File: config.mk
export PLATFORM = sky130hd
export DESIGN_NAME = mem_port_arbiter
export DESIGN_NICKNAME = d
export VERILOG_FILES = /design/src/rtl/mem_port_arbiter_pkg.sv /design/src/rtl/mem_port_arbiter_sat_counter.sv /design/src/rtl/mem_port_arbiter.sv
export SDC_FILE = /design/constraint.sdc
export NUM_CORES = 1
export LEC_CHECK = 0
export CORE_AREA = 2 2 104 106
export DETAILED_ROUTE_END_ITERATION = 16
export DIE_AREA = 0 0 106 108
export DONT_BUFFER_PORTS = 1
export PLACE_DENSITY = 0.3
export SYNTH_ARGS = -nofsm -noshare
export SYNTH_HDL_FRONTEND = slang
export SYNTH_SLANG_ARGS = --single-unit
File: constraint.sdc
create_clock -name clk -period 5 [get_ports clk]
set_input_delay 0.75 -clock clk [delete_from_list [all_inputs] [get_ports clk]]
set_output_delay 0.75 -clock clk [all_outputs]
set_load 0.02 [all_outputs]
File: src/rtl/mem_port_arbiter_pkg.sv
// -----------------------------------------------------------------------------
// mem_port_arbiter_pkg
//   Shared types and default sizes for the BRAM port arbiter.
//   - arb_state_e : arbiter FSM state (IDLE / LOCK)
//   - arb_owner_e : which requester owns an in-flight read
//   - cnt_width() : bits needed to hold a saturating count 0..limit
// -----------------------------------------------------------------------------
package mem_port_arbiter_pkg;

    typedef enum logic {
        ARB_IDLE = 1'b0,
        ARB_LOCK = 1'b1
    } arb_state_e;

    typedef enum logic {
        ARB_OWN_CPU = 1'b0,
        ARB_OWN_LDR = 1'b1
    } arb_owner_e;

    localparam int ARB_ADDR_W     = 14;
    localparam int ARB_DATA_W     = 32;
    localparam int ARB_STARVE_LIM = 8;
    localparam int ARB_MAX_BURST  = 16;

    function automatic int cnt_width(input int limit);
        return $clog2(limit + 1);
    endfunction

endpackage

File: src/rtl/mem_port_arbiter_sat_counter.sv
// -----------------------------------------------------------------------------
// mem_port_arbiter_sat_counter
//   Saturating up-counter 0..LIMIT with synchronous clear.
//   A clear together with an increment loads 1, so the beat that starts a
//   sequence is counted in the same cycle that resets the count.
// Ports:
//   clk    in   clock
//   rst    in   asynchronous active-low reset
//   clr_i  in   clear (or load 1 when inc_i is also set)
//   inc_i  in   increment, ignored once saturated
//   cnt_o  out  current count
//   sat_o  out  count == LIMIT
// -----------------------------------------------------------------------------
module mem_port_arbiter_sat_counter #(
    parameter int W     = 4,
    parameter int LIMIT = 8
) (
    input  logic         clk,
    input  logic         rst,
    input  logic         clr_i,
    input  logic         inc_i,
    output logic [W-1:0] cnt_o,
    output logic         sat_o
);

    logic [W-1:0] cnt_q;
    logic [W-1:0] cnt_d;

    assign sat_o = (cnt_q == W'(LIMIT));
    assign cnt_o = cnt_q;

    always_comb begin
        cnt_d = cnt_q;
        if (clr_i) begin
            cnt_d = inc_i ? W'(1) : '0;
        end else if (inc_i && !sat_o) begin
            cnt_d = cnt_q + W'(1);
        end
    end

    always_ff @(posedge clk or negedge rst) begin
        if (!rst) begin
            cnt_q <= '0;
        end else begin
            cnt_q <= cnt_d;
        end
    end

endmodule

File: src/rtl/mem_port_arbiter.sv
// -----------------------------------------------------------------------------
// mem_port_arbiter
//   Shares one BRAM port between the CPU memory stage and the serial program
//   loader. One grant per cycle (combinational, same cycle), CPU first unless
//   the loader has been denied STARVE_LIM cycles in a row. A loader grant with
//   ldr_lock enters LOCK, where the loader owns the port except for one forced
//   CPU slot after every MAX_BURST loader beats. Read data (1-cycle BRAM
//   latency) is routed back to whichever side issued the read.
// Ports:
//   clk, rst                 clock, asynchronous active-low reset
//   cpu_req/we/addr/din      CPU access request
//   cpu_gnt                  CPU access accepted this cycle
//   cpu_rvalid/cpu_dout      CPU read return
//   ldr_req/lock/we/addr/din loader access request (lock = burst)
//   ldr_gnt                  loader access accepted this cycle
//   ldr_rvalid/ldr_dout      loader read return
//   mem_en/we/addr/din       BRAM request side
//   mem_dout                 BRAM read data, one cycle after mem_en
//   dbg_state                FSM state
//   dbg_starve_cnt           consecutive loader denials
//   dbg_burst_cnt            loader beats in the current locked burst
//
// Handshake: an access happens in the cycle where req and gnt are both high;
// a requester seeing req & ~gnt must hold its request (stall). rvalid is a
// single-cycle pulse one cycle after a granted read, with no back-pressure.
// -----------------------------------------------------------------------------
module mem_port_arbiter
    import mem_port_arbiter_pkg::*;
#(
    parameter int ADDR_W     = ARB_ADDR_W,
    parameter int DATA_W     = ARB_DATA_W,
    parameter int STARVE_LIM = ARB_STARVE_LIM,
    parameter int MAX_BURST  = ARB_MAX_BURST
) (
    input  logic                                   clk,
    input  logic                                   rst,
    input  logic                                   cpu_req,
    input  logic [DATA_W/8-1:0]                    cpu_we,
    input  logic [ADDR_W-1:0]                      cpu_addr,
    input  logic [DATA_W-1:0]                      cpu_din,
    output logic                                   cpu_gnt,
    output logic                                   cpu_rvalid,
    output logic [DATA_W-1:0]                      cpu_dout,
    input  logic                                   ldr_req,
    input  logic                                   ldr_lock,
    input  logic [DATA_W/8-1:0]                    ldr_we,
    input  logic [ADDR_W-1:0]                      ldr_addr,
    input  logic [DATA_W-1:0]                      ldr_din,
    output logic                                   ldr_gnt,
    output logic                                   ldr_rvalid,
    output logic [DATA_W-1:0]                      ldr_dout,
    output logic                                   mem_en,
    output logic [DATA_W/8-1:0]                    mem_we,
    output logic [ADDR_W-1:0]                      mem_addr,
    output logic [DATA_W-1:0]                      mem_din,
    input  logic [DATA_W-1:0]                      mem_dout,
    output arb_state_e                             dbg_state,
    output logic [cnt_width(STARVE_LIM)-1:0]       dbg_starve_cnt,
    output logic [cnt_width(MAX_BURST)-1:0]        dbg_burst_cnt
);

    arb_state_e state_q, state_d;
    logic       rd_pend_q, rd_pend_d;
    arb_owner_e rd_owner_q, rd_owner_d;

    logic starve_sat;
    logic burst_sat;
    logic burst_clr;
    logic burst_inc;

    // Grant decision. Gated by rst so nothing is granted while in reset.
    always_comb begin
        cpu_gnt = 1'b0;
        ldr_gnt = 1'b0;
        if (rst) begin
            if (state_q == ARB_IDLE) begin
                if (cpu_req && (!ldr_req || !starve_sat)) begin
                    cpu_gnt = 1'b1;
                end else if (ldr_req) begin
                    ldr_gnt = 1'b1;
                end
            end else begin
                // LOCK: the CPU only gets the forced slot after a full burst.
                if (burst_sat && cpu_req) begin
                    cpu_gnt = 1'b1;
                end else if (ldr_req) begin
                    ldr_gnt = 1'b1;
                end
            end
        end
    end

    // BRAM request mux: idle port drives all zeros.
    always_comb begin
        mem_en   = 1'b0;
        mem_we   = '0;
        mem_addr = '0;
        mem_din  = '0;
        if (cpu_gnt) begin
            mem_en   = 1'b1;
            mem_we   = cpu_we;
            mem_addr = cpu_addr;
            mem_din  = cpu_din;
        end else if (ldr_gnt) begin
            mem_en   = 1'b1;
            mem_we   = ldr_we;
            mem_addr = ldr_addr;
            mem_din  = ldr_din;
        end
    end

    // Next state and read tracking.
    always_comb begin
        state_d    = state_q;
        rd_pend_d  = 1'b0;
        rd_owner_d = rd_owner_q;
        case (state_q)
            ARB_IDLE: if (ldr_gnt && ldr_lock) state_d = ARB_LOCK;
            ARB_LOCK: if (!ldr_lock || !ldr_req) state_d = ARB_IDLE;
            default:  state_d = ARB_IDLE;
        endcase
        if (cpu_gnt && (cpu_we == '0)) begin
            rd_pend_d  = 1'b1;
            rd_owner_d = ARB_OWN_CPU;
        end else if (ldr_gnt && (ldr_we == '0)) begin
            rd_pend_d  = 1'b1;
            rd_owner_d = ARB_OWN_LDR;
        end
    end

    always_ff @(posedge clk or negedge rst) begin
        if (!rst) begin
            state_q    <= ARB_IDLE;
            rd_pend_q  <= 1'b0;
            rd_owner_q <= ARB_OWN_CPU;
        end else begin
            state_q    <= state_d;
            rd_pend_q  <= rd_pend_d;
            rd_owner_q <= rd_owner_d;
        end
    end

    assign cpu_rvalid = rd_pend_q && (rd_owner_q == ARB_OWN_CPU);
    assign ldr_rvalid = rd_pend_q && (rd_owner_q == ARB_OWN_LDR);
    assign cpu_dout   = cpu_rvalid ? mem_dout : '0;
    assign ldr_dout   = ldr_rvalid ? mem_dout : '0;

    // Starvation: count denied loader cycles, clear on any loader grant.
    mem_port_arbiter_sat_counter #(
        .W     (cnt_width(STARVE_LIM)),
        .LIMIT (STARVE_LIM)
    ) u_starve_cnt (
        .clk   (clk),
        .rst   (rst),
        .clr_i (ldr_gnt),
        .inc_i (ldr_req && !ldr_gnt),
        .cnt_o (dbg_starve_cnt),
        .sat_o (starve_sat)
    );

    // Burst: held at 0 in IDLE; the locking beat in IDLE loads 1. In LOCK it
    // counts loader beats and restarts from 0 at the forced CPU slot.
    assign burst_clr = (state_q == ARB_IDLE) || cpu_gnt;
    assign burst_inc = ldr_gnt && ((state_q == ARB_LOCK) || ldr_lock);

    mem_port_arbiter_sat_counter #(
        .W     (cnt_width(MAX_BURST)),
        .LIMIT (MAX_BURST)
    ) u_burst_cnt (
        .clk   (clk),
        .rst   (rst),
        .clr_i (burst_clr),
        .inc_i (burst_inc),
        .cnt_o (dbg_burst_cnt),
        .sat_o (burst_sat)
    );

    assign dbg_state = state_q;

endmodule

==> results.json <==
{
  "status": "finished clean",
  "wirelength_microns": 6910,
  "path_max_fanout": 42,
  "worstSetupPathType": "flip-flop to primary output",
  "clock_sinks": 12,
  "area_growth_pct": 4.95,
  "vias_per_cell": 5.34,
  "route.met2.wl_microns": 3780,
  "cts-resized-gates": 0,
  "met3_length_microns": 602,
  "yosysSeqAreaShare": 0.170,
  "grt_pass1_wl_microns": 8890,
  "setup_violations": 0,
  "final_nets": 341,
  "critPathLaunchType": "flip-flop",
  "antenna_cells": 0,
  "cts_buffers": 3,
  "crit_chain": "inv_1 > ha_1 > nor4bb_4 > a211oi_4 > nor2_4 > buf_4 > a22o_1",
  "power_density_mw_per_mm2": 255,
  "synth_cells": 215,
  "start_util": 0.173,
  "synthesis.nets": 356,
  "maxUsedRoutingLayer": "met3",
  "critical_path.endpoint_type": "primary output",
  "antenna_left": 0,
  "via_count": 1788,
  "core_sq_mm": 0.0102,
  "fin_crit_ns": 3.48,
  "die_h_microns": 108,
  "synth_top_area_share": 0.247,
  "grt_start_max_net_pins": 52,
  "io_pins": 266,
  "worstMarginPinSlew_ns": 1.02,
  "htreeDepth": 1,
  "grt_usage": 0.102,
  "fin_util": 0.182,
  "cts.path.max_buffers": 2,
  "drt_iter0_drc": 90,
  "wl_met1_microns": 2540,
  "avgSynthCellArea_sq_um": 8.23,
  "holdBufCountCts": 0,
  "timing.final.crit_share": 0.696,
  "slew_headroom": 0.316,
  "synth_common_cells": "a22o_1, and2_1, and3_1",
  "insertion_delay_ns": 0.25,
  "gp_congestion": 0.717,
  "rsz0062_at_grt": "false",
  "slowest_delay_ns": 0.48,
  "critical_path_arrival_ns": 2.73,
  "synth.distinct_cells": 34,
  "slew_violations": 0,
  "synth_edf_count": 0,
  "drtPass1Iterations": 4,
  "ys_seq_elements": 12,
  "ys.flop_type": "dfrtp_1",
  "drv_cap": 0,
  "yosysWarnings": 0,
  "syn-cell-area_sq_mm": 0.00177,
  "grt_pass1_vias": 1532,
  "dieArea_sq_mm": 0.0114,
  "hold_path_class": "input pin to async pin",
  "synth_area_leaders": "a22o_1, dfrtp_1, and2_1",
  "port-buffer-count": 0,
  "ir_drop_v": 0.000132,
  "finalHoldViolCount": 0,
  "cts_tree": "done",
  "fin_tns_setup_ns": 0,
  "fp-row-count": 37,
  "max_freq_mhz": 287,
  "layout-drive-gt1-share": 0.0704,
  "drc_errors": 0,
  "p_leak_nw": 0.832,
  "skew_ns": 0.00259,
  "overflow": 0,
  "cts-root-buf": "clkbuf_8",
  "postCtsSetupRepairBufs": 0,
  "post_drt_wl_per_cell_microns": 20.6,
  "hpwlAfterDp_microns": 5850,
  "synth_most_common_cell": "a22o_1",
  "required_ns": 4.25,
  "yosys.area.top_type": "a22o_1",
  "clk_pin_slew_ns": 0.06,
  "antenna_found_initial": 0,
  "async_reset_ff_frac": 1.00,
  "dieWidth_microns": 106,
  "cp_slowest_cell": "dfrtp_1"
}
metal layers:
metal | vias up | global-route usage
li1 | 763 | -
met1 | 854 | 0.115
met2 | 171 | 0.202
met3 | 0 | 0.0235
met4 | 0 | 0.0113
met5 | - | 0
kinds of logic (layout without fill, tap and decap cells):
kind of cell / Yosys count / in the layout / share of synthesized area
buffers and inverters: 27 / 11 / 0.101
and+or+nand+nor: 105 / 105 / 0.372
DFF: 12 / 12 / 0.170
AOI/OAI and AO/OA: 63 / 63 / 0.309
adders and majority gates: 4 / 4 / 0.0283
xor gates and xnor gates: 4 / 4 / 0.0198
critical path, delay by kind of cell (launching register included):
kind	cells	cell delay, ns
AOI/OAI and AO/OA	2	0.44
adders and majority gates	1	0.19
buffers and inverters	2	0.59
DFF	1	0.48
and+or+nand+nor	2	0.74
area by class of cell:
class / instances / area (sq um)
Tap cell: 136 / 170
Multi-Input combinational cell: 176 / 1300
Fill cell: 1141 / 8370
Timing Repair Buffer: 2 / 15.0
Clock buffer: 4 / 55.1
Inverter: 5 / 18.8
Sequential cell: 12 / 300
report_power, final:
group / switching [mW] / internal (mW)
logic: 0.116 / 0.0680
clock network: 0.0419 / 0.0697
registers: 0.0640 / 0.114
placed cells by master, fill, tap and decap left out, types with 2 or more instances in the layout:
cell type / Yosys / layout
nor4_1: 2 / 2
and2_1: 35 / 35
inv_1: 5 / 5
clkbuf_8: 0 / 4
nand3_1: 3 / 3
ha_1: 4 / 4
a31oi_1: 2 / 2
dfrtp_1: 12 / 12
xor2_1: 3 / 3
a22o_1: 50 / 50
buf_4: 0 / 2
and3_1: 32 / 32
nand3b_1: 2 / 2
o21a_1: 2 / 2
a21oi_1: 5 / 5
nand4_1: 3 / 3
nand2_1: 9 / 9
nor2_1: 8 / 8
through the flow:
stage | total power [mW] | instances | hold WS, ns | worst slack, ns | area, sq um
6_report | 0.473 | 335 | 0.194 | 1.52 | 1860
5_1_grt | 0.503 | 335 | 0.179 | 1.34 | 1860
4_1_cts | 0.480 | 335 | 0.186 | 1.49 | 1860
3_5_place_dp | 0.365 | 331 | 0.455 | 1.77 | 1800
3_3_place_gp | 0.367 | 331 | 0.455 | 1.79 | 1800
2_1_floorplan | 0.344 | 215 | 0.454 | 2.35 | 1770
registers in the layout, indices dropped and copies added, names as in the netlist:
signal / cells
dbg_state: 1
rd_owner_q: 1
rd_pend_q: 1
u_burst_cnt.cnt_o: 5
u_starve_cnt.cnt_o: 4
worst paths after layout:
path | from | depth (start not counted) | slack [ns] | to
worst min register to register | u_starve_cnt.cnt_o[1]$_DFFE_PN0P_ | 2 | 0.70 | u_starve_cnt.cnt_o[1]$_DFFE_PN0P_
worst max register to register | u_burst_cnt.cnt_o[0]$_DFFE_PN0P_ | 6 | 3.08 | dbg_state$_DFF_PN0_
min in group clk | ldr_lock | 1 | 0.62 | dbg_state$_DFF_PN0_
worst min-delay path | rst | 0 | 0.19 | dbg_state$_DFF_PN0_
worst max-delay path | u_starve_cnt.cnt_o[0]$_DFFE_PN0P_ | 7 | 1.52 | mem_addr[3]
max in group asynchronous | rst | 0 | 4.73 | rd_owner_q$_DFFE_PN0P_
No activity file was read; power rests on OpenSTA's default activity.
